### config.mk
export PLATFORM = sky130hd
export DESIGN_NAME = fc_mult_accumulator
export DESIGN_NICKNAME = d
export VERILOG_FILES = /design/src/rtl/fc_mult_accumulator.sv
export SDC_FILE = /design/constraint.sdc
export NUM_CORES = 1
export LEC_CHECK = 0
export BUFFER_PORTS_ARGS = -buffer_cell sky130_fd_sc_hd__buf_2
export CAP_MARGIN = 20
export CORE_MARGIN = 5
export CORE_UTILIZATION = 62
export CTS_BUF_LIST = sky130_fd_sc_hd__clkbuf_16
export DETAILED_ROUTE_END_ITERATION = 8
export PLACE_DENSITY = 0.86
export SYNTH_ARGS = -nofsm -noshare
export SYNTH_HDL_FRONTEND = slang
export SYNTH_SLANG_ARGS = --single-unit
### constraint.sdc
create_clock -name clk -period 13.3 [get_ports clk]
set_clock_uncertainty 0.2 [all_clocks]
set_input_delay 0.665 -clock clk [delete_from_list [all_inputs] [get_ports clk]]
set_output_delay 0.665 -clock clk [all_outputs]
set_load 0.01 [all_outputs]
### src/rtl/fc_mult_accumulator.sv
// fc_mult_accumulator: pipelined adder tree + dot-product accumulator for one
// output neuron stream; adds bias, saturates, optional ReLU, valid/ready out.
//
// Ports:
//   clk, rst_n           clock, synchronous active-low reset
//   start, vec_len,      begin a dot product of vec_len beats; relu_en and
//   relu_en, bias        bias latched with the accepted start (IDLE only)
//   in_valid, in_ready,  product beat handshake; mult_din holds 2*PE_Num
//   mult_din             signed dwidth-wide lanes
//   busy                 high whenever not IDLE
//   out_valid, out_ready result handshake
//   dout                 saturated (optionally ReLU'd) result
module fc_mult_accumulator #(
    parameter int dwidth    = 16,
    parameter int qwidth    = 11,
    parameter int PE_Num    = 8,
    parameter int LEN_W     = 10,
    parameter int ACC_GUARD = 8
) (
    input  logic                       clk,
    input  logic                       rst_n,
    input  logic                       start,
    input  logic [LEN_W-1:0]           vec_len,
    input  logic                       relu_en,
    input  logic [dwidth-1:0]          bias,
    input  logic                       in_valid,
    output logic                       in_ready,
    input  logic [2*PE_Num*dwidth-1:0] mult_din,
    output logic                       busy,
    output logic                       out_valid,
    input  logic                       out_ready,
    output logic [dwidth-1:0]          dout
);

    localparam int N     = 2 * PE_Num;
    localparam int L     = $clog2(N);
    localparam int TW    = dwidth + L;
    localparam int ACC_W = dwidth + L + ACC_GUARD;
    localparam int DCW   = $clog2(L + 2);

    localparam logic signed [ACC_W-1:0] MAXV =
        {{(ACC_W-dwidth+1){1'b0}}, {(dwidth-1){1'b1}}};
    localparam logic signed [ACC_W-1:0] MINV = ~MAXV;
    localparam logic [dwidth-1:0] SAT_HI = {1'b0, {(dwidth-1){1'b1}}};
    localparam logic [dwidth-1:0] SAT_LO = {1'b1, {(dwidth-1){1'b0}}};

    // Products arrive pre-aligned to qwidth fractional bits, so qwidth only
    // constrains legal parameter sets here.
    if ((N & (N - 1)) != 0 || qwidth >= dwidth) begin : g_bad_params
        $error("fc_mult_accumulator: illegal parameter set");
    end

    typedef enum logic [1:0] {
        S_IDLE,
        S_ACCUM,
        S_DRAIN,
        S_OUT
    } state_t;

    state_t state_q, state_d;

    logic [LEN_W-1:0]        len_q;
    logic [LEN_W-1:0]        cnt_q;
    logic                    relu_q;
    logic [dwidth-1:0]       bias_q;
    logic [DCW-1:0]          dcnt_q;
    logic [dwidth-1:0]       dout_q;
    logic signed [ACC_W-1:0] acc_q;

    // Heap-ordered tree: leaves at [N..2N-1], node i = node 2i + node 2i+1,
    // root at [1]. Every node is registered, so the root lags leaves by L.
    logic signed [TW-1:0]    node_q [1:2*N-1];
    logic [L:0]              tag_q;

    logic                    accept;
    logic                    last;
    logic                    start_ok;
    logic                    fire;
    logic signed [ACC_W-1:0] sum;
    logic [dwidth-1:0]       sat;
    logic [dwidth-1:0]       res;

    assign in_ready  = (state_q == S_ACCUM);
    assign busy      = (state_q != S_IDLE);
    assign out_valid = (state_q == S_OUT);
    assign dout      = dout_q;

    assign accept   = in_valid & in_ready;
    assign last     = accept && (cnt_q == len_q - LEN_W'(1));
    assign start_ok = (state_q == S_IDLE) && start;
    assign fire     = (state_q == S_DRAIN) && (dcnt_q == '0);

    always_comb begin
        sum = acc_q + {{(ACC_W-dwidth){bias_q[dwidth-1]}}, bias_q};
        sat = sum[dwidth-1:0];
        if (sum > MAXV) begin
            sat = SAT_HI;
        end else if (sum < MINV) begin
            sat = SAT_LO;
        end
        res = sat;
        if (relu_q && sat[dwidth-1]) begin
            res = '0;
        end
    end

    always_comb begin
        state_d = state_q;
        unique case (state_q)
            S_IDLE: begin
                if (start) begin
                    state_d = (vec_len == '0) ? S_DRAIN : S_ACCUM;
                end
            end
            S_ACCUM: begin
                if (last) begin
                    state_d = S_DRAIN;
                end
            end
            S_DRAIN: begin
                if (dcnt_q == '0) begin
                    state_d = S_OUT;
                end
            end
            S_OUT: begin
                if (out_ready) begin
                    state_d = S_IDLE;
                end
            end
            default: state_d = S_IDLE;
        endcase
    end

    always_ff @(posedge clk) begin
        if (!rst_n) begin
            state_q <= S_IDLE;
        end else begin
            state_q <= state_d;
        end
    end

    always_ff @(posedge clk) begin
        if (!rst_n) begin
            len_q  <= '0;
            cnt_q  <= '0;
            relu_q <= 1'b0;
            bias_q <= '0;
            dcnt_q <= '0;
            dout_q <= '0;
            acc_q  <= '0;
            tag_q  <= '0;
            for (int i = 1; i < 2 * N; i++) begin
                node_q[i] <= '0;
            end
        end else begin
            if (accept) begin
                for (int i = 0; i < N; i++) begin
                    node_q[N+i] <= {{L{mult_din[i*dwidth+dwidth-1]}},
                                    mult_din[i*dwidth +: dwidth]};
                end
            end
            for (int i = 1; i < N; i++) begin
                node_q[i] <= node_q[2*i] + node_q[2*i+1];
            end
            // Bubble tags travel with the data; only tagged roots accumulate.
            tag_q <= {tag_q[L-1:0], accept};

            if (start_ok) begin
                acc_q  <= '0;
                cnt_q  <= '0;
                len_q  <= vec_len;
                relu_q <= relu_en;
                bias_q <= bias;
            end else begin
                if (tag_q[L]) begin
                    acc_q <= acc_q
                           + {{(ACC_W-TW){node_q[1][TW-1]}}, node_q[1]};
                end
                if (accept) begin
                    cnt_q <= cnt_q + LEN_W'(1);
                end
            end

            // DRAIN countdown: L+1 covers the tree and the final add; an
            // empty vector only needs one settle cycle.
            if (start_ok) begin
                dcnt_q <= DCW'(1);
            end else if (last) begin
                dcnt_q <= DCW'(L + 1);
            end else if (state_q == S_DRAIN && dcnt_q != '0) begin
                dcnt_q <= dcnt_q - DCW'(1);
            end

            if (fire) begin
                dout_q <= res;
            end
        end
    end

endmodule

==> impl_metrics.py <==
metrics = {
    "synth": {
        "yosys.area_share.simple_pct": 19.3,
        "yosys.area_share.xor_xnor_pct": 5.76,
        "avgSynthCellArea_sq_um": 9.80,
        "synth-edff-count": 256,
        "synthMuxAreaShare_pct": 0.819,
        "synthFlopType": "dfxtp_1",
        "ys_seq_elements": 647,
        "synth-adder-area-share_pct": 12.8,
        "synthTopCellsByArea": "dfxtp_1 23%, edfxtp_1 22%, ha_1 12%",
        "yosys.area.top_type_share_pct": 22.9,
        "synth_cell_types": 78,
        "async_flop_share_pct": 0,
        "synthesis.nets": 4124,
        "yosysTopAreaCell": "dfxtp_1",
        "synth_top_family_by_area": "simple AND/OR/NAND/NOR gates",
        "netlist_instances": 3495,
        "synth_common_cells": "391 x dfxtp_1, 324 x ha_1, 312 x nor2_1",
        "synth.most_common_cell": "dfxtp_1",
        "yosysWarnings": 0,
        "ys_seq_area_share_pct": 45.3,
        "synth_compound_area_share_pct": 13.3,
        "netlist_area_sq_um": 34200,
    },
    "power_and_ir_drop": {
        "ir_drop_mv": 0.169,
        "p_sw_mw": 2.18,
        "leakagePower_nw": 18.0,
        "p_per_area_nw_per_um2": 172,
        "p_int_mw": 4.46,
        "sw_frac_of_total_pct": 32.9,
        "finalPower_mw": 6.64,
        "clockPowerShare_pct": 28.0,
        "p_seq_share_pct": 40.7,
        "combPwrFrac_pct": 31.3,
    },
    "clock_network": {
        "cts-resized-gates": 0,
        "holdBufCountCts": 0,
        "cts_tree": "yes",
        "cts_num_sinks": 647,
        "htreeDepth": 3,
        "postCtsSetupBuffers": 0,
        "numCtsBuffers": 68,
        "root_buffer": "clkbuf_16",
        "cts_buffer_depth": 3,
        "clk_latency_ns": 0.61,
        "path_clk_slew_ns": 0.06,
    },
    "timing": {
        "setup_ws_ns": 9.10,
        "setup-tns-final_ns": 0,
        "fmax_mhz": 238,
        "rsz0062_at_grt": "no",
        "finalSetupViolCount": 0,
        "drv_slew": 0,
        "whs_ns": 0.111,
        "worst_pin_slew_ns": 1.05,
        "relSlewSlack_pct": 29.7,
        "min_period_ns": 4.20,
        "finalCritPeriodShare_pct": 31.6,
        "final_hold_viol_count": 0,
    },
    "final_layout": {
        "diodes": 0,
        "postLayoutCoreUtil_pct": 70.2,
        "area_growth_pct": 12.6,
        "drive_above_1_share_pct": 11.8,
        "fillers": 4079,
        "layout.cells.non_filler": 4526,
        "stdcell_area_sq_um": 38500,
        "layout.nets": 4395,
    },
    "setup_path": {
        "startpoint_type": "flop",
        "r2r_start": "bias_q[15]",
        "max_stage_delay_ns": 0.81,
        "reg2reg_slack_ns": 9.10,
        "critPathRequiredTime_ns": 13.61,
        "crit_family": "compound AO/OA/AOI/OAI gates",
        "cpMostUsedCell": "a21o_1",
        "rr_worst_depth": 11,
        "endpoint_kind": "flop",
        "critPathBufInv": 0,
        "crit_path_max_fanout": 15,
        "cpMaxStageDelayCell": "o41ai_4",
        "crit_type": "reg2reg",
        "path_cells": "ha_1 -> a21o_1 -> a21o_1 -> a211oi_1 -> o2111a_2 -> o41ai_1 -> xnor2_1 -> nand3_1 -> o41ai_4 -> a31oi_1 -> o21ai_0",
        "arrival_ns": 4.51,
        "r2r-end": "dout[2]",
    },
    "floorplan": {
        "start_util_pct": 62.4,
        "die_h_um": 245,
        "coreArea_sq_um": 54900,
        "die_w_um": 245,
        "num_rows": 86,
        "die_area_sq_um": 60000,
        "ios": 307,
    },
    "place": {
        "place_inst": 4400,
        "dp_hpwl_mm": 53.6,
        "place_ws_ns": 9.07,
        "io_buffer_count": 306,
        "dpl_cell_area_sq_um": 36300,
        "place_congestion": 0.852,
    },
    "grt": {
        "grt_pass1_vias": 25340,
        "grt_max_degree": 150,
        "grt_pass1_wl_mm": 122,
        "grt.overflow.total": 0,
        "grt_usage_pct": 24.3,
        "antenna_found_initial": 0,
    },
    "worst_hold_path": {
        "hold_depth": 3,
        "hold_path_startpoint": "vec_len[6]",
        "min_to": "len_q[6]",
        "hp-class": "in2reg",
    },
    "route": {
        "drc": 0,
        "wl_per_cell_um": 16.5,
        "first_pass_iters": 6,
        "postRouteAntennaNets": 0,
        "viasPerCell": 5.78,
        "vias": 26153,
        "drt_wl_total_mm": 74.7,
        "drt_iter0_markers": 1575,
    },
    "job": {
        "drv_cap": 0,
    },
    "status": {
        "status": "finished, final reports clean",
    },
}
-- layout make-up --
cell class	count	area, sq um	share of cell area [%]
multi-input cells	2604	17800	46.2
flip-flops and latches	647	15500	40.3
clock buffers	75	1880	4.87
repair buffers	319	1640	4.25
well taps	704	881	2.29
inverters	126	480	1.25
clock inverters	51	343	0.890
-- cells by family after synthesis --
logic type      count (synthesis)
compound gates                718
mux                            28
fa+ha+maj                     341
flops                         647
xor+xnor                      225
simple gates                 1292
buf+inv                       244
-- worst register-to-register path, stage by stage, from the launching register on --
cell      delay (ns)
dfxtp_1         0.70
ha_1            0.41
a21o_1          0.21
a21o_1          0.22
a211oi_1        0.41
o2111a_2        0.35
o41ai_1         0.11
xnor2_1         0.19
nand3_1         0.14
o41ai_4         0.81
a31oi_1         0.17
o21ai_0         0.19
-- power by group through the flow --
stage	Sequential, mW	Clock, mW	Combinational [mW]
after floorplan	2.69	0	1.59
after global placement	2.73	0	1.97
after detailed placement	2.74	0	2.03
after CTS	2.70	1.89	2.07
after global routing	2.74	1.98	2.34
final	2.70	1.86	2.08
-- cell usage in the layout (no fill, tap or decap), drive strengths merged, types with 6 or more instances in the layout --
master | Yosys | final
a211oi | 23 | 23
a21boi | 18 | 18
a21o | 59 | 59
a21oi | 245 | 245
a31oi | 20 | 20
a41o | 11 | 11
a41oi | 6 | 6
and2 | 46 | 46
and3 | 297 | 297
buf | 6 | 318
clkbuf | 112 | 76
clkinv | 1 | 30
dfxtp | 391 | 391
edfxtp | 256 | 256
fa | 17 | 17
ha | 324 | 324
inv | 125 | 144
mux2i | 28 | 28
nand2 | 211 | 211
nand2b | 52 | 52
nand3 | 66 | 66
nand3b | 15 | 15
nand4 | 12 | 12
nor2 | 312 | 312
nor2b | 54 | 54
nor3 | 141 | 141
nor3b | 32 | 32
nor4 | 8 | 8
o211a | 7 | 7
o211ai | 16 | 16
o21a | 47 | 47
o21ai | 163 | 163
o21bai | 21 | 21
o31a | 11 | 11
o31ai | 11 | 11
o41ai | 15 | 15
or2 | 11 | 11
or3 | 23 | 23
xnor2 | 112 | 112
xor2 | 113 | 113
-- flip-flops by register name (all words and copies together), names as in the netlist --
signal / flops
cnt_q: 10
tag_q: 5
dcnt_q: 3
len_q: 10
relu_q: 1
acc_q: 28
dout: 16
node_q: 556
state_q: 2
bias_q: 16
-- metal layers --
| metal | vias up | track usage, % | share of wire, % |
|---|---|---|---|
| met5 | - | 0 | 0 |
| met4 | 0 | 6.72 | 2.5 |
| met3 | 130 | 3.52 | 5.0 |
| met2 | 629 | 42.8 | 49 |
| met1 | 12231 | 31.7 | 43 |
| li1 | 13163 | - | - |
-- worst max path at each step --
stage | startpoint | end | slack [ns] | cells after the start
floorplan | rst_n | node_q[2][0] | 5.47 | 4
global placement | bias_q[15] | dout[2] | 9.18 | 11
detailed placement | bias_q[15] | dout[2] | 9.07 | 11
CTS | bias_q[15] | dout[2] | 9.07 | 11
global route | bias_q[15] | dout[2] | 8.83 | 11
finish | bias_q[15] | dout[2] | 9.10 | 11
No activity file was read; power rests on OpenSTA's default activity.
